--- config.mk ---
export PLATFORM = sky130hd
export DESIGN_NAME = multicycle_control_flat
export DESIGN_NICKNAME = d
export VERILOG_FILES = /design/src/rtl/multicycle_control_if.sv /design/src/rtl/multicycle_control.sv /design/src/flat_wrapper.sv
export SDC_FILE = /design/constraint.sdc
export NUM_CORES = 1
export LEC_CHECK = 0
export CAP_MARGIN = 20
export CORE_MARGIN = 5
export CORE_UTILIZATION = 41
export DETAILED_ROUTE_END_ITERATION = 6
export PLACE_DENSITY = 0.88
export SKIP_CTS_REPAIR_TIMING = 1
export SYNTH_ARGS = -nofsm -noshare
export SYNTH_HDL_FRONTEND = slang
export SYNTH_SLANG_ARGS = --single-unit
export TNS_END_PERCENT = 5
--- constraint.sdc ---
create_clock -name clk -period 1.85 [get_ports clk]
set_input_delay 0.4625 -clock clk [delete_from_list [all_inputs] [get_ports clk]]
set_output_delay 0.4625 -clock clk [all_outputs]
set_load 0.05 [all_outputs]
--- src/rtl/multicycle_control_if.sv ---
// Instruction handshake between the fetch logic and the multi-cycle control FSM.
// The fetch side is the master (offers instructions), the FSM is the slave.
interface multicycle_control_if #(
  parameter int XLEN = 32
);
  logic            instr_valid;
  logic            instr_ready;
  logic [XLEN-1:0] instr_in;

  modport master (
    output instr_valid,
    output instr_in,
    input  instr_ready
  );

  modport slave (
    input  instr_valid,
    input  instr_in,
    output instr_ready
  );
endinterface

--- src/rtl/multicycle_control.sv ---
// Multi-cycle RV32I control FSM. Accepts one instruction at a time, walks a
// fixed per-class state sequence and drives the datapath control pins from
// registers only, so no input reaches an output combinationally.
module multicycle_control #(
  parameter int XLEN = 32
) (
  input  logic                 clk,
  input  logic                 reset,
  multicycle_control_if.slave  bus,
  input  logic                 ZeroFlag,
  output logic [XLEN-1:0]      instruction,
  output logic [4:0]           reg1_addr,
  output logic [4:0]           reg2_addr,
  output logic [4:0]           write_reg_addr,
  output logic                 ctrl0,
  output logic                 ctrl1,
  output logic                 ctrl2,
  output logic                 ctrl3,
  output logic                 ctrl4,
  output logic [2:0]           ALUOp,
  output logic                 done,
  output logic                 branch_taken,
  output logic                 illegal
);

  typedef enum logic [2:0] {
    S_IDLE, S_DECODE, S_EXEC, S_MEM, S_WB, S_BR
  } state_t;

  typedef enum logic [2:0] {
    C_R, C_ADDI, C_LW, C_SW, C_BEQ, C_ILL
  } cls_t;

  localparam logic [2:0] ALU_ADD = 3'b000;
  localparam logic [2:0] ALU_SUB = 3'b001;
  localparam logic [2:0] ALU_AND = 3'b010;
  localparam logic [2:0] ALU_OR  = 3'b011;
  localparam logic [2:0] ALU_XOR = 3'b100;
  localparam logic [2:0] ALU_SLT = 3'b101;

  state_t          r_state;
  cls_t            r_cls;
  logic [XLEN-1:0] r_instruction;
  logic            r_instr_ready;
  logic [4:0]      r_reg1_addr;
  logic [4:0]      r_reg2_addr;
  logic [4:0]      r_write_reg_addr;
  logic            r_ctrl0;
  logic            r_ctrl1;
  logic            r_ctrl2;
  logic            r_ctrl3;
  logic            r_ctrl4;
  logic [2:0]      r_alu_op;
  logic            r_done;
  logic            r_branch_taken;
  logic            r_illegal;

  cls_t            w_cls;
  logic [2:0]      w_alu_op;
  logic            w_rd_nz;
  logic            w_writes_rd;
  logic            w_to_idle;

  // Classify the offered instruction and pick its ALU operation.
  always_comb begin
    w_cls    = C_ILL;
    w_alu_op = ALU_ADD;
    case (bus.instr_in[6:0])
      7'b0110011: begin
        if (bus.instr_in[31:25] == 7'b0000000) begin
          w_cls = C_R;
          case (bus.instr_in[14:12])
            3'b000:  w_alu_op = ALU_ADD;
            3'b111:  w_alu_op = ALU_AND;
            3'b110:  w_alu_op = ALU_OR;
            3'b100:  w_alu_op = ALU_XOR;
            3'b010:  w_alu_op = ALU_SLT;
            default: w_cls    = C_ILL;
          endcase
        end else if (bus.instr_in[31:25] == 7'b0100000 && bus.instr_in[14:12] == 3'b000) begin
          w_cls    = C_R;
          w_alu_op = ALU_SUB;
        end
      end
      7'b0010011: if (bus.instr_in[14:12] == 3'b000) w_cls = C_ADDI;
      7'b0000011: if (bus.instr_in[14:12] == 3'b010) w_cls = C_LW;
      7'b0100011: if (bus.instr_in[14:12] == 3'b010) w_cls = C_SW;
      7'b1100011: begin
        if (bus.instr_in[14:12] == 3'b000) begin
          w_cls    = C_BEQ;
          w_alu_op = ALU_SUB;
        end
      end
      default: w_cls = C_ILL;
    endcase
  end

  assign w_rd_nz     = (r_instruction[11:7] != 5'd0);
  assign w_writes_rd = (w_cls == C_R) || (w_cls == C_ADDI) || (w_cls == C_LW);

  // Decide whether the current state is the final one of its instruction.
  always_comb begin
    w_to_idle = 1'b0;
    case (r_state)
      S_IDLE, S_EXEC: w_to_idle = 1'b0;
      S_DECODE:       w_to_idle = (r_cls == C_ILL);
      S_MEM:          w_to_idle = (r_cls != C_LW);
      default:        w_to_idle = 1'b1;
    endcase
  end

  // State sequencing with outputs registered for the state being entered.
  always_ff @(posedge clk) begin
    if (reset) begin
      r_state          <= S_IDLE;
      r_cls            <= C_ILL;
      r_instruction    <= '0;
      r_instr_ready    <= 1'b1;
      r_reg1_addr      <= 5'd0;
      r_reg2_addr      <= 5'd0;
      r_write_reg_addr <= 5'd0;
      r_ctrl0          <= 1'b0;
      r_ctrl1          <= 1'b0;
      r_ctrl2          <= 1'b0;
      r_ctrl3          <= 1'b0;
      r_ctrl4          <= 1'b0;
      r_alu_op         <= ALU_ADD;
      r_done           <= 1'b0;
      r_branch_taken   <= 1'b0;
      r_illegal        <= 1'b0;
    end else begin
      // Strobes and pulses default low; level outputs hold.
      r_ctrl0        <= 1'b0;
      r_ctrl1        <= 1'b0;
      r_ctrl3        <= 1'b0;
      r_ctrl4        <= 1'b0;
      r_done         <= 1'b0;
      r_branch_taken <= 1'b0;
      r_illegal      <= 1'b0;

      case (r_state)
        S_IDLE: begin
          if (bus.instr_valid && r_instr_ready) begin
            r_instruction <= bus.instr_in;
            r_cls         <= w_cls;
            r_state       <= S_DECODE;
            r_instr_ready <= 1'b0;
            if (w_cls == C_ILL) begin
              r_illegal <= 1'b1;
            end else begin
              r_reg1_addr      <= bus.instr_in[19:15];
              r_reg2_addr      <= bus.instr_in[24:20];
              r_write_reg_addr <= w_writes_rd ? bus.instr_in[11:7] : 5'd0;
              r_alu_op         <= w_alu_op;
              r_ctrl2          <= (w_cls == C_ADDI) || (w_cls == C_LW) || (w_cls == C_SW);
            end
          end
        end
        S_DECODE: begin
          if (r_cls != C_ILL) begin
            r_state <= S_EXEC;
            r_ctrl1 <= 1'b1;
          end
        end
        S_EXEC: begin
          case (r_cls)
            C_LW: begin
              r_state <= S_MEM;
              r_ctrl3 <= 1'b1;
            end
            C_SW: begin
              r_state <= S_MEM;
              r_ctrl4 <= 1'b1;
              r_done  <= 1'b1;
            end
            C_BEQ: begin
              r_state        <= S_BR;
              r_done         <= 1'b1;
              r_branch_taken <= ZeroFlag;
            end
            default: begin
              r_state <= S_WB;
              r_ctrl0 <= w_rd_nz;
              r_done  <= 1'b1;
            end
          endcase
        end
        S_MEM: begin
          if (r_cls == C_LW) begin
            r_state <= S_WB;
            r_ctrl3 <= 1'b1;
            r_ctrl0 <= w_rd_nz;
            r_done  <= 1'b1;
          end
        end
        default: r_state <= S_IDLE;
      endcase

      // Leaving the last state: back to IDLE with the address/level outputs cleared.
      if (w_to_idle) begin
        r_state          <= S_IDLE;
        r_instr_ready    <= 1'b1;
        r_reg1_addr      <= 5'd0;
        r_reg2_addr      <= 5'd0;
        r_write_reg_addr <= 5'd0;
        r_ctrl2          <= 1'b0;
        r_alu_op         <= ALU_ADD;
      end
    end
  end

  assign bus.instr_ready = r_instr_ready;
  assign instruction     = r_instruction;
  assign reg1_addr       = r_reg1_addr;
  assign reg2_addr       = r_reg2_addr;
  assign write_reg_addr  = r_write_reg_addr;
  assign ctrl0           = r_ctrl0;
  assign ctrl1           = r_ctrl1;
  assign ctrl2           = r_ctrl2;
  assign ctrl3           = r_ctrl3;
  assign ctrl4           = r_ctrl4;
  assign ALUOp           = r_alu_op;
  assign done            = r_done;
  assign branch_taken    = r_branch_taken;
  assign illegal         = r_illegal;

endmodule

--- src/flat_wrapper.sv ---
// flat-port wrapper written by rule: the top's interface ports become plain ports
module multicycle_control_flat 
#(
  parameter int XLEN = 32
)
  (clk, reset, ZeroFlag, instruction, reg1_addr, reg2_addr, write_reg_addr, ctrl0, ctrl1, ctrl2, ctrl3, ctrl4, ALUOp, done, branch_taken, illegal, bus_instr_valid, bus_instr_in, bus_instr_ready);
  multicycle_control_if #(.XLEN(XLEN)) bus_i ();
  input  logic clk;
  input  logic reset;
  input  logic ZeroFlag;
  output logic [XLEN-1:0] instruction;
  output logic [4:0] reg1_addr;
  output logic [4:0] reg2_addr;
  output logic [4:0] write_reg_addr;
  output logic ctrl0;
  output logic ctrl1;
  output logic ctrl2;
  output logic ctrl3;
  output logic ctrl4;
  output logic [2:0] ALUOp;
  output logic done;
  output logic branch_taken;
  output logic illegal;
  input wire logic [$bits(bus_i.instr_valid)-1:0] bus_instr_valid;
  input wire logic [$bits(bus_i.instr_in)-1:0] bus_instr_in;
  output wire logic [$bits(bus_i.instr_ready)-1:0] bus_instr_ready;
  assign bus_i.instr_valid = bus_instr_valid;
  assign bus_i.instr_in = bus_instr_in;
  assign bus_instr_ready = bus_i.instr_ready;
  multicycle_control #(.XLEN(XLEN)) u_core (.clk(clk), .reset(reset), .bus(bus_i), .ZeroFlag(ZeroFlag), .instruction(instruction), .reg1_addr(reg1_addr), .reg2_addr(reg2_addr), .write_reg_addr(write_reg_addr), .ctrl0(ctrl0), .ctrl1(ctrl1), .ctrl2(ctrl2), .ctrl3(ctrl3), .ctrl4(ctrl4), .ALUOp(ALUOp), .done(done), .branch_taken(branch_taken), .illegal(illegal));
endmodule
Word level (Yosys, flattened, before mapping) --
Cells that the tools add are included.
Word-level totals: register bits after elaboration 65, bits of input ports 36, output and inout port bits 59, logic and storage cells 103
Cells by class: equality and inequality tests 26, muxes and demuxes 29, bitwise operators 7, reduce and logical (&&, ||, !) cells 25
Operators with widths (number):
- 3-bit two-way mux | 10
- 3-bit case mux with 4 select lines | 2
- 3-bit by 2-bit equality test with 1-bit output, second input constant | 7
- 7-bit by 6-bit equality test with 1-bit output, second input constant | 3
- 3-bit equality test, second input constant | 6
- 3-bit case mux with 5 select lines | 1
- 2-bit OR reduction | 7
- 3-bit case mux with 2 select lines | 2
- 1-bit two-way mux | 10
- 3-bit zero test | 3
- 3-bit OR reduction | 3
- 7-bit by 2-bit equality test with 1-bit output, second input constant | 1
- 7-bit by 5-bit equality test with 1-bit output, second input constant | 1
- 7-bit equality test, second input constant | 1
- 7-bit zero test | 1
- 1-bit inverter | 7
- 3-bit by 1-bit equality test with 1-bit output, second input constant | 2
- 2-bit by 1-bit inequality test with 1-bit output, second input constant | 3
- 3-bit AND reduction | 2
- 5-bit two-way mux | 1
- 5-bit nonzero test | 1
- 5-bit OR reduction | 1
- 1-bit logical OR | 4
- 1-bit case mux with 2 select lines | 2
- 5 further kinds | 6

Logic depth before layout (Yosys ltp) --
Gate-level depths: netlist of run 1.
depth in word-level cells 9, mapped depth 7, depth with buffers taken out 5

Worst setup path before layout of run 1 --
Ideal clock, no wire load.
path type reg2reg, start point register u_core.r_instr_ready (netlist: u_core.bus.instr_ready), end point register u_core.r_alu_op[0] (netlist: u_core.ALUOp[0]), setup time 0.134 ns, arrival time 1.962 ns, required time 1.716 ns, setup slack -0.247 ns, cell stages (with the launch flop) 7, clock period less this slack 2.097 ns, cells stage by stage dfxtp_1 nand2_1 or4_1 clkbuf_1 buf_2 o311ai_1 o41ai_2
On the way: word-level cells in the longest chain between the ends 2
RTL lines:
- start: declaration | line multicycle_control.sv:44 | logic r_instr_ready;
- start signal: assignment | line multicycle_control.sv:118 | r_instr_ready <= 1'b1;
- start signal: assignment | line multicycle_control.sv:147 | r_instr_ready <= 1'b0;
- start signal: assignment | line multicycle_control.sv:202 | r_instr_ready <= 1'b1;
- 1-bit logical AND | line multicycle_control.sv:143 | if (bus.instr_valid && r_instr_ready) begin
- 3-bit AND reduction (no source line)
- end signal: assignment | line multicycle_control.sv:154 | r_alu_op <= w_alu_op;
- end: declaration | line multicycle_control.sv:53 | logic [2:0] r_alu_op;
Every way passes these cells. A chain may end at the register's enable or synchronous reset.

Final worst setup path of run 1 --
start point input bus_instr_in[0], end point register u_core.r_ctrl2 (netlist: u_core.ctrl2)
On the way: word-level cells in the longest chain between the ends 5, elaborated cells on any way between the ends 14, those cells by class eq/ne: 9; mux: 1; bitwise: 1; reduce/logical: 3
RTL lines:
- start: declaration | line flat_wrapper.sv:25 | input wire logic [$bits(bus_i.instr_in)-1:0] bus_instr_in;
- 7-bit equality test (tied with other cells) | line multicycle_control.sv:68 | case (bus.instr_in[6:0])
- 3-bit case mux with 5 select lines * | line multicycle_control.sv:68
- 3-bit equality test (tied with other cells) | line multicycle_control.sv:148 | if (w_cls == C_ILL) begin
- 1-bit inverter (no source line) / 1-bit logical OR (equally long branches)
- 3-bit AND reduction (no source line) / 1-bit logical OR (equally long branches)
- end signal: assignment | line multicycle_control.sv:155 | r_ctrl2 <= (w_cls == C_ADDI) || (w_cls == C_LW) || (w_cls == C_SW);
- end: declaration | line multicycle_control.sv:50 | logic r_ctrl2;
Mark *: on every way between the ends. The rest lies on a longest branch, timed or not.

==> run_results.csv, run 1 <==
group,metric,value,unit
run_status,run_status,"finished with violations",
run_status,violations,"setup timing",
synthesis,synthArstFlopShare,0,
routing,final_routed_wire_length_divided_by_cell_count,15.1,microns
finish,fin_nets,506,
power_and_ir_drop,cellInternalPower,2540,uW
synthesis,synth_cell_types,46,
clock_network,tritoncts_num_sinks,65,
floorplanning,floorplan.die_area,8590,sq um
floorplanning,die_w,92.7,microns
synthesis,synthSimpleGateAreaFrac,0.267,
synthesis,post_synth_xor_area_fraction,0.00625,
floorplanning,placement_rows,30,
synthesis,compound_gate_fraction_of_synth_area,0.166,
power_and_ir_drop,seq_power_share,0.411,
synthesis,synthesis.instances,342,
sta,timing.final.max_slew_violations,0,
routing,post_drt_via_cell_ratio,5.13,
sta,worst_slew_margin_relative_to_its_limit,0.726,
global_routing,grt_first_pass_wirelength,13000,microns
synthesis,synth_top_family_by_area,"simple AND/OR/NAND/NOR gates",
clock_network,clock-root-buffer,"sky130_fd_sc_hd__clkbuf_8",
global_routing,antenna_violations_before_repair,0,
critical_path,worst_ep_arrival_time,2.16,ns
synthesis,post_synth_main_area_contributors,"sky130_fd_sc_hd__dfxtp_1 46%, sky130_fd_sc_hd__nand2_1 14%, sky130_fd_sc_hd__a21oi_1 7.7%",
synthesis,synth_fp_nets,378,
synthesis,syn-mean-instance-area,8.19,sq um
sta,tightest_slew,0.411,ns
power_and_ir_drop,pwr-share-clk,0.356,
run,maxCapViolations,0,
power_and_ir_drop,total_leakage_power,0.00200,uW
critical_path,timing.setup.critical_path_class,"primary input to flip-flop",
critical_path,slowest_stage_cell_crit_path,"sky130_fd_sc_hd__or4_4",
critical_path,critPathMaxStageDelay,0.55,ns
synthesis,yosysWarnings,0,
finish,insertedDiodeCount,0,
power_and_ir_drop,max-vdd-ir-drop,0.676,mV
power_and_ir_drop,power-per-cell-area,856,nW/um^2
sta,min_period_over_period,1.01,
clock_network,ctsHtreeMaxLevel,3,
power_and_ir_drop,power.combinational.fraction,0.233,
finish,final_layout_size_suffix_gt1_frac,0.305,
routing,wl_met2,4330,microns
synthesis,muxShareOfSynthArea,0.0500,
floorplanning,floorplan.initialDensity,0.417,
critical_path,setup.worst_path.start_class,"primary input",
global_routing,groute.usage.overall,0.189,
global_routing,number_of_global_route_vias_before_repair,2823,
place,buffer_ports.inserted,94,
sta,finalClockSkew,0.00808,ns
critical_path,crit_chain,"clkdlybuf4s50_1, nand3_1, or4_4, buf_4, nor4_2, a31o_1",
critical_path,path_delay_family,"simple AND/OR/NAND/NOR gates",
power_and_ir_drop,net-switching-power,1140,uW
place,detailed_placer_s_ending_hpwl,6120,microns
worst_hold_path,min_path_type,"primary input to flip-flop",
floorplanning,core_area,6720,sq um
critical_path,critPathBufInv,2,
place,dpl.cell_count,535,
sta,fin_setup_tns,-0.0209,ns
sta,final.setup.worst_slack,-0.0155,ns
sta,maxClockFrequency,536,MHz
routing,drt_iter0_markers,153,
synthesis,synth-edff-count,0,
synthesis,post-synth-top-area-fraction,0.464,
clock_network,clock_pin_slew_reported_for_the_worst_setup_and_hold_paths_after_clock_tree_synthesis,0.07,ns
global_routing,grt_max_degree,38,
synthesis,synth_flop_cell,"sky130_fd_sc_hd__dfxtp_1",
critical_path,worstPathMaxFanout,3,
clock_network,clkLatencyLatePin,0.35,ns
floorplanning,die_y,92.7,microns
finish,layout.cells.non_filler,555,
place,gp_congestion,0.850,
sta,hold-worst-slack,0.416,ns
sta,final_period_minus_worst_setup_slack,1.87,ns
synthesis,ys_seq_area_frac,0.464,
finish,area_growth,53.7,%
routing,routed_wirelength,8360,microns
clock_network,max-clock-path-buffers,2,
synthesis,synth.largest_area_cell,"sky130_fd_sc_hd__dfxtp_1",
routing,dr_wl_met3,468,microns
power_and_ir_drop,sw_frac_of_total,0.311,
synthesis,post_synthesis_share_of_cell_area_spent_on_full_adders_half_adders_and_majority_gates,0,
routing,drt-pass1-iter-count,4,
clock_network,tritoncts_clock_tree,"built",
clock_network,numCtsBuffers,9,
routing,routed.top_layer,"met4",
sta,count_of_final_hold_check_violations,0,
critical_path,worst-endpoint-required,2.15,ns
sta,timing.final.setup_violations,2,
routing,met1_wirelength,3490,microns
synthesis,ys_seq_elements,65,
critical_path,critical_path.endpoint_type,"flip-flop",
routing,num_vias,2849,
floorplanning,floorplan.io_pins,95,
routing,final_antenna_net_count,0,
global_routing,overflow,0,
synthesis,syn_area,2800,sq um
routing,route.detailed.drc,0,
-- registers in the layout, summed over array words and instances (netlist names) --
register,flops
u_core.reg2_addr,5
u_core.illegal,1
u_core.ctrl1,1
u_core.instruction,32
u_core.ctrl3,1
u_core.branch_taken,1
u_core.ctrl0,1
u_core.ctrl4,1
u_core.bus.instr_ready,1
u_core.r_cls,3
u_core.reg1_addr,5
u_core.ctrl2,1
u_core.done,1
u_core.write_reg_addr,5
u_core.r_state,3
u_core.ALUOp,3
-- power groups by stage --
stage	clock (uW)	sequential [uW]	combinational, uW
3_3_place_gp	0	1540	812
3_5_place_dp	0	1540	828
4_1_cts	1340	1510	831
6_report	1310	1510	858
2_1_floorplan	0	1760	273
5_1_grt	1410	1520	913
-- through the flow --
stage / cell area (sq um) / util / worst slack, ns / total power, uW
3_5_place_dp: 3950 / 0.588 / -0.618 / 2370
6_report: 4310 / 0.641 / -0.0155 / 3690
4_1_cts: 4170 / 0.620 / -0.252 / 3690
3_3_place_gp: 3950 / 0.588 / -0.558 / 2350
2_1_floorplan: 2810 / - / -0.113 / 2040
5_1_grt: 4310 / 0.641 / -0.0446 / 3840
-- final cells by class --
class / instances / area (sq um)
inverters: 3 / 11.3
clock inverters: 7 / 95.1
flip-flops and latches: 65 / 1300
repair buffers: 142 / 1220
fillers: 559 / 2410
clock buffers: 9 / 124
well taps: 80 / 100
multi-input cells: 249 / 1450
-- layout by cell type (no fill, tap or decap), drive strengths merged, types with 9 or more instances in the layout --
cell / n
dlymetal6s2s: 13
clkdlybuf4s50: 22
dfxtp: 65
a21oi: 44
nor3: 9
nor2: 15
mux2i: 14
nand2: 105
clkbuf: 9
buf: 107
-- worst register-to-register path: stages, from the launching register on --
cell	delay (ns)
sky130_fd_sc_hd__dfxtp_2	0.35
sky130_fd_sc_hd__nand2_2	0.07
sky130_fd_sc_hd__or4_4	0.55
sky130_fd_sc_hd__a21oi_4	0.20
sky130_fd_sc_hd__nand2_4	0.10
sky130_fd_sc_hd__buf_12	0.16
sky130_fd_sc_hd__mux2i_1	0.12
-- final timing paths --
path,end,depth (start not counted),slack (ns),startpoint
max,u_core.ctrl2$_SDFFE_PP0P_,6,-0.02,bus_instr_in[0]
min,u_core.instruction[1]$_SDFFE_PP0P_,3,0.42,bus_instr_in[1]
max reg2reg,u_core.reg2_addr[4]$_SDFFE_PP0P_,6,0.19,u_core.bus.instr_ready$_SDFFE_PP1P_
min reg2reg,u_core.instruction[14]$_SDFFE_PP0P_,2,0.46,u_core.instruction[14]$_SDFFE_PP0P_
-- cells by family after synthesis --
kind of cell | count (synthesis)
AND/OR/NAND/NOR | 160
AO/OA/AOI/OAI | 73
flip-flops | 65
buffers and inverters | 28
multiplexers | 14
XOR/XNOR | 2
-- per-layer routing --
metal  track usage  vias to the layer above
li1              -                     1423
met1         0.222                     1337
met2         0.323                       81
met3        0.0577                        8
met4        0.0720                        0
met5             0                        -
-- cell usage after synthesis, types with 3 or more instances --
| cell type | instances |
|---|---|
| sky130_fd_sc_hd__nand3_1 | 3 |
| sky130_fd_sc_hd__o211ai_1 | 4 |
| sky130_fd_sc_hd__mux2i_1 | 14 |
| sky130_fd_sc_hd__clkbuf_1 | 16 |
| sky130_fd_sc_hd__a21oi_1 | 43 |
| sky130_fd_sc_hd__dfxtp_1 | 65 |
| sky130_fd_sc_hd__o21ai_0 | 5 |
| sky130_fd_sc_hd__nor3_1 | 6 |
| sky130_fd_sc_hd__nand2b_1 | 4 |
| sky130_fd_sc_hd__a31o_1 | 6 |
| sky130_fd_sc_hd__buf_2 | 5 |
| sky130_fd_sc_hd__inv_1 | 3 |
| sky130_fd_sc_hd__or4_1 | 4 |
| sky130_fd_sc_hd__nand2_1 | 104 |
| sky130_fd_sc_hd__nor2_1 | 15 |
| sky130_fd_sc_hd__nor4_1 | 7 |
(Power assumes the default switching activity.)
==> run 2: changes to the inputs <==
Settings changed: CORE_MARGIN 5 to 2, SETUP_SLACK_MARGIN set to 0.5.
==> run 2 against run 1 <==
Against the previous run:
- the run now ends clean
- global-route usage grew 2.3 points
- worst hold slack lost 0.0035 ns
- clock power shrank 5%
- clock skew grew 0.0013 ns
- sequential share of layout area shrank 0.28 points
- die area shrank 13%
- setup slack gained 0.10 ns
==> run_results.csv, run 2 (synthesized netlist as in run 1, its figures left out) <==
group,metric,value,unit
run_status,run_status,"complete, no violations",
place,placed_inst_area,3980,sq um
critical_path,worst_setup_path_startpoint,"bus_instr_in[26]",
sta,min_period_over_period,0.954,
finish,layout.cells.most_common,"sky130_fd_sc_hd__buf_4",
place,detailed_placer_s_ending_hpwl,5780,microns
critical_path,timing.setup.critical_path_class,"primary input to flip-flop",
finish,area_growth,55.1,%
floorplanning,floorplan.io_pins,95,
floorplanning,floorplan.die_area,7510,sq um
place,gp_congestion,0.802,
sta,maxClockFrequency,566,MHz
finish,insertedDiodeCount,0,
critical_path,critical_path.endpoint_type,"flip-flop",
worst_hold_path,min_path_type,"primary input to flip-flop",
floorplanning,placement_rows,30,
clock_network,clock-root-buffer,"sky130_fd_sc_hd__clkbuf_8",
clock_network,clock_pin_slew_reported_for_the_worst_setup_and_hold_paths_after_clock_tree_synthesis,0.08,ns
sta,final_period_minus_worst_setup_slack,1.77,ns
sta,finalClockSkew,0.00935,ns
sta,timing.final.max_slew_violations,0,
global_routing,grt_first_pass_wirelength,12500,microns
critical_path,worst_r2r_path_depth,5,
clock_network,clkLatencyLatePin,0.34,ns
place,buffer_ports.inserted,94,
clock_network,tritoncts_num_sinks,65,
power_and_ir_drop,power-per-cell-area,831,nW/um^2
finish,utilization,0.647,
routing,num_vias,2840,
finish,final_area,4350,sq um
global_routing,grt_max_degree,38,
global_routing,number_of_global_route_vias_before_repair,2806,
routing,drt-pass1-iter-count,4,
power_and_ir_drop,total_leakage_power,0.00206,uW
critical_path,setup.worst_path.start_class,"primary input",
routing,final_antenna_net_count,0,
finish,layout.cells.most_common_list,"108 x sky130_fd_sc_hd__buf_4, 103 x sky130_fd_sc_hd__nand2_1, 64 x sky130_fd_sc_hd__dfxtp_1",
routing,post_drt_via_cell_ratio,5.06,
floorplanning,core_area,6720,sq um
critical_path,worst-endpoint-required,2.08,ns
floorplanning,die_w,86.7,microns
finish,fin_nets,512,
global_routing,antenna_violations_before_repair,0,
critical_path,worst_ep_arrival_time,2.00,ns
sta,timing.final.setup_violations,0,
routing,final_routed_wire_length_divided_by_cell_count,14.2,microns
sta,worst_slew_margin_relative_to_its_limit,0.738,
sta,count_of_final_hold_check_violations,0,
clock_network,max-clock-path-buffers,2,
critical_path,timing.rr.start,"u_core.bus.instr_ready$_SDFFE_PP1P_",
routing,drt_iter0_markers,80,
worst_hold_path,hold_start,"bus_instr_in[27]",
sta,tightest_slew,0.392,ns
run,maxCapViolations,0,
clock_network,numCtsBuffers,9,
sta,grt_setup_unrepaired,"true",
finish,final_layout_size_suffix_gt1_frac,0.320,
critical_path,r2r_slack,0.19,ns
sta,hold-worst-slack,0.413,ns
floorplanning,floorplan.initialDensity,0.417,
floorplanning,die_y,86.7,microns
global_routing,groute.usage.overall,0.211,
clock_network,ctsHtreeMaxLevel,3,
routing,route.detailed.drc,0,
clock_network,tritoncts_clock_tree,"built",
worst_hold_path,min_path_cells,3,
global_routing,overflow,0,
critical_path,worstPathMaxFanout,5,
power_and_ir_drop,max-vdd-ir-drop,0.517,mV
routing,routed_wirelength,7950,microns
finish,largest_register_ffs,32,
[run 2: cell count changes in the layout (fill, tap and decap cells not counted), sizes merged]
cell,before,now
clkdlybuf4s50,22,19
clkinvlp,4,0
dlymetal6s2s,13,14
inv,3,5
buf,107,114
clkbuf,9,10
bufinv,2,1
clkinv,1,4
[run 2: layout make-up]
cell class | instances | area [sq um]
well taps | 80 | 100
repair buffers | 148 | 1270
flip-flops and latches | 65 | 1300
multi-input cells | 249 | 1460
fillers | 561 | 2370
inverters | 3 | 11.3
clock buffers | 9 | 124
clock inverters | 7 | 78.8
[run 2: metrics by stage]
step / std cells / power, uW / setup slack [ns] / setup TNS, ns
2_1_floorplan: 342 / 2040 / -0.109 / -1.64
3_5_place_dp: 537 / 2380 / -0.644 / -20.97
3_3_place_gp: 537 / 2360 / -0.605 / -20.01
5_1_grt: 561 / 3780 / 0.0540 / 0
6_report: 561 / 3610 / 0.0842 / 0
4_1_cts: 553 / 3600 / -0.289 / -3.88
[run 2: metal layers]
| metal | track usage | wire [microns] | up-vias | share of wire |
|---|---|---|---|---|
| met5 | 0 | 0 | - | 0 |
| met4 | 0.0682 | 130 | 0 | 0.016 |
| met3 | 0.0695 | 435 | 16 | 0.055 |
| met2 | 0.366 | 4050 | 84 | 0.51 |
| met1 | 0.247 | 3340 | 1300 | 0.42 |
| li1 | - | - | 1440 | - |
[run 2: final timing paths]
check | to
max | u_core.write_reg_addr[4]$_SDFFE_PP0P_
min | u_core.instruction[27]$_SDFFE_PP0P_
max reg2reg | u_core.ALUOp[0]$_SDFFE_PP0P_
min reg2reg | u_core.instruction[3]$_SDFFE_PP0P_
[run 2: where the power goes]
part,leakage [uW],switching [uW],internal (uW)
clock network,0.000104,600,636
logic,0.00143,542,318
registers,0.000529,42.1,1470
total,0.00206,1180,2420
[run 2: worst max-delay path: stages]
cell                              delay, ns
sky130_fd_sc_hd__clkdlybuf4s50_1       0.49
sky130_fd_sc_hd__nor2_1                0.07
sky130_fd_sc_hd__and2_4                0.17
sky130_fd_sc_hd__a21oi_1               0.32
sky130_fd_sc_hd__nor3_2                0.11
sky130_fd_sc_hd__buf_4                 0.17
sky130_fd_sc_hd__a31o_1                0.21
==> RTL change 1, RTL diff (settings of run 2) <==
`XLEN` is set to 32 in 3 places; all go to 64.
--- a/src/rtl/multicycle_control_if.sv
+++ b/src/rtl/multicycle_control_if.sv
@@ -2,5 +2,5 @@
 // The fetch side is the master (offers instructions), the FSM is the slave.
 interface multicycle_control_if #(
-  parameter int XLEN = 32
+  parameter int XLEN = 64
 );
   logic            instr_valid;
--- a/src/rtl/multicycle_control.sv
+++ b/src/rtl/multicycle_control.sv
@@ -3,5 +3,5 @@
 // registers only, so no input reaches an output combinationally.
 module multicycle_control #(
-  parameter int XLEN = 32
+  parameter int XLEN = 64
 ) (
   input  logic                 clk,
--- a/src/flat_wrapper.sv
+++ b/src/flat_wrapper.sv
@@ -2,5 +2,5 @@
 module multicycle_control_flat 
 #(
-  parameter int XLEN = 32
+  parameter int XLEN = 64
 )
   (clk, reset, ZeroFlag, instruction, reg1_addr, reg2_addr, write_reg_addr, ctrl0, ctrl1, ctrl2, ctrl3, ctrl4, ALUOp, done, branch_taken, illegal, bus_instr_valid, bus_instr_in, bus_instr_ready);
Interface: changed (resized bus_instr_in and instruction); port bits go from 95 to 159. No check against the original RTL was run, so the function may have changed too.
==> RTL change 1 against run 2 <==
Non-clock buffer count rose by 57. Highest routed layer unchanged. Fmax shrank 1.6%. Synthesized cell count rose by 37%. Clock power up 3%. Design area rose by 35%. Critical path depth did not move. Cell count increased by 36%. Area after synthesis rose by 35%. Worst setup slack got worse by 0.030 ns. Routed wire length rose by 42%. Power is 40% higher. Sequential cell count is 32 higher. Sequential power up 53%. Combinational power up 72%.
==> RTL change 1: results <==
[grt]
grt_pass1_vias = 3840
grt_max_degree = 45
met3_usage = 0.0613
grt_pass1_wl_mm = 17.3
antenna_found_initial = 0
grt_util_met2 = 0.367
grt_usage = 0.214
grtUsageMet1 = 0.242

[power]
leakagePower_nw = 2.48
p_seq_mw = 2.31
p_int_mw = 3.33
vdd_drop_max_mv = 0.436
power.net_switching_mw = 1.74
pg_comb_mw = 1.48

[worst_setup_path]
worst_path_max_delay_cell = or4b_4
cp.arrival_ns = 2.10
cp_top_family = simple AND/OR/NAND/NOR gates
critPathMaxStageDelay_ns = 0.54

[clock_network]
insertion_delay_ns = 0.35
cts_root_buf = clkbuf_8
cts_buffer_depth = 2
numCtsBuffers = 9
cts-htree-levels = 3

[detailed_routing]
routed_wl_mm = 11.3
first_iter_violations = 186
wl_met2_mm = 5.61
wl_met3_um = 811
wirelength_met1_mm = 4.54
first_pass_iters = 5
avgViaCountPerCell = 5.20

[yosys]
seq_area_frac_synth = 0.513
avgSynthCellArea_um2 = 8.06
async_flop_share = 0
synthTopCellsByArea = dfxtp_1, nand2_1, a21oi_1
synth_commonest_cells = nand2_1, dfxtp_1, a21oi_1, clkbuf_1, o21ai_0
syn_nets = 538
ys_types = 52

[placement]
dp_cells = 743
io_buffers = 158
place_area_mm2 = 0.00553
hpwl_mm = 8.06
gp_congestion = 0.952
pre_cts_slack_ns = -0.795

[layout]
drive_gt1_frac = 0.297
largest_reg_flops = 64
diodes = 0
fin_nets = 717
instances_no_fill = 765

[outcome]
status = completed

[timing]
slew_headroom = 0.705
clock_skew_ns = 0.00651
hold_viol = 0
[RTL change 1: final timing paths]
path	slack [ns]	end	start	depth (start not counted)
min reg2reg	0.46	u_core.instruction[34]$_SDFFE_PP0P_	u_core.instruction[34]$_SDFFE_PP0P_	2
max reg2reg	0.06	u_core.ALUOp[2]$_SDFFE_PP0P_	u_core.r_state[0]$_SDFFE_PP0P_	5
max	0.05	u_core.ALUOp[2]$_SDFFE_PP0P_	bus_instr_in[28]	7
min	0.34	u_core.instruction[26]$_SDFFE_PP0P_	bus_instr_in[26]	3
[RTL change 1: logic make-up after synthesis]
logic type	share of synthesized area
buf+inv	0.0443
simple gates	0.252
xor+xnor	0.00231
flops	0.513
compound gates	0.189
[RTL change 1: layout make-up]
cell class,count,area [µm²]
clock inverter,3,25.0
sequential,97,1940
timing repair buffer,205,1770
multi-input combinational,332,1840
clock buffer,13,159
inverter,4,15.0
tap,111,139
fill,761,3220
==> RTL change 2, RTL diff (settings of run 2) <==
Without the edit above. Encoding of `cls_t`: now one-hot (6 bits for 6 values).
--- a/src/rtl/multicycle_control.sv
+++ b/src/rtl/multicycle_control.sv
@@ -28,6 +28,6 @@
   } state_t;
 
-  typedef enum logic [2:0] {
-    C_R, C_ADDI, C_LW, C_SW, C_BEQ, C_ILL
+  typedef enum logic [5:0] {
+    C_R = 6'b000001, C_ADDI = 6'b000010, C_LW = 6'b000100, C_SW = 6'b001000, C_BEQ = 6'b010000, C_ILL = 6'b100000
   } cls_t;
 
Formal check against the unedited RTL: same outputs for any inputs over 10 cycles, from zero or initial values and one cycle with reset high; not proved beyond that.
==> RTL change 2 against run 2 <==
Worst setup slack lost 0.062 ns. Cell count is 0.71% lower. Area after synthesis shrank 0.76%. Routed wire length is 13% higher. Design area grew 1.8%. Power up 0.75%. Core utilization rose by 1.5 points. Sequential cell count is 3 higher.
==> RTL change 2: results <==
[detailed_routing]
first_pass_iters = 5
vias = 3049
wl_per_cell_um = 16.1
first_iter_violations = 216

[power]
leakagePower_nw = 1.88
p_int_mw = 2.53
p_seq_frac = 0.430
p_sw_frac = 0.303
vdd_drop_max_mv = 0.708

[yosys]
avgSynthCellArea_um2 = 8.27
ys_types = 47
yosys.area_share.xor_xnor = 0.0158
seq_area_frac_synth = 0.490
synthFlopType = dfxtp_1
syn_nets = 372
synthMuxAreaShare = 0.00765
synthTopCellsByArea = dfxtp_1, nand2_1, a21oi_1
synth_commonest_cells = nand2_1, dfxtp_1, a21oi_1, clkbuf_1
synth_compound_area_frac = 0.186

[timing]
worstMarginPinSlew_ns = 0.369
clock_skew_ns = 0.00383

[placement]
gp_congestion = 0.920
dp_cells = 535
hpwl_mm = 6.03

[outcome]
status = completed

[grt]
grt_pass1_vias = 2802
grt_pass1_wl_mm = 13.3
grt_usage = 0.224
grt_max_degree = 35

[layout]
diodes = 0
instances_no_fill = 557
drive_gt1_frac = 0.365
fin_nets = 508
largest_reg_flops = 32

[worst_setup_path]
cp.arrival_ns = 2.08
startpoint = bus_instr_in[12]
worst_path_max_delay_cell = nor3_2
critPathMaxStageDelay_ns = 0.29
crit_fanout = 7
RTL change 2: cell count changes after synthesis, moves of 8 or more:
cell,before,now
nand2_1,104,78
nand3_1,3,13
mux2i_1,14,1
a21oi_1,43,51
o21ai_1,2,13
RTL change 2: metal layers:
metal	vias to the layer above	wire length, µm	track usage
met5	-	0	0
met4	0	248	0.0966
met3	31	613	0.0505
met2	145	4540	0.379
met1	1423	3560	0.272
li1	1450	-	-
RTL change 2: path summary, 6_finish.rpt:
kind / endpoint / slack, ns / cells past startpoint
worst max register to register: u_core.reg2_addr[3]$_SDFFE_PP0P_ / 0.06 / 7
worst max-delay path: u_core.ALUOp[0]$_SDFFE_PP0P_ / 0.02 / 8
worst min-delay path: u_core.instruction[27]$_SDFFE_PP0P_ / 0.39 / 3
worst min register to register: u_core.instruction[18]$_SDFFE_PP0P_ / 0.46 / 2
RTL change 2: through the flow:
step | hold slack [ns] | util | setup slack [ns] | TNS [ns] | instance area [µm²]
detailed placement | 0.448 | 0.591 | -0.572 | -17.09 | 3950
global placement | 0.441 | 0.591 | -0.532 | -15.27 | 3950
finish | 0.386 | 0.662 | 0.0224 | 0 | 4420
CTS | 0.458 | 0.621 | -0.233 | -3.99 | 4150
global route | 0.407 | 0.662 | -0.0108 | -0.0108 | 4420
floorplan | 0.440 | - | -0.0725 | -0.725 | 2780
RTL change 2: critical path: cells and delay by family:
family / cells / cell delay [ns]
compound gates: 3 / 0.56
simple gates: 2 / 0.49
buf+inv: 3 / 0.56
RTL change 2: final cells by class:
class | count | area (µm²)
clock buffer | 12 | 155
multi-input combinational | 240 | 1490
inverter | 5 | 18.8
tap | 80 | 100
sequential | 68 | 1370
fill | 508 | 2260
clock inverter | 4 | 47.5
timing repair buffer | 148 | 1250
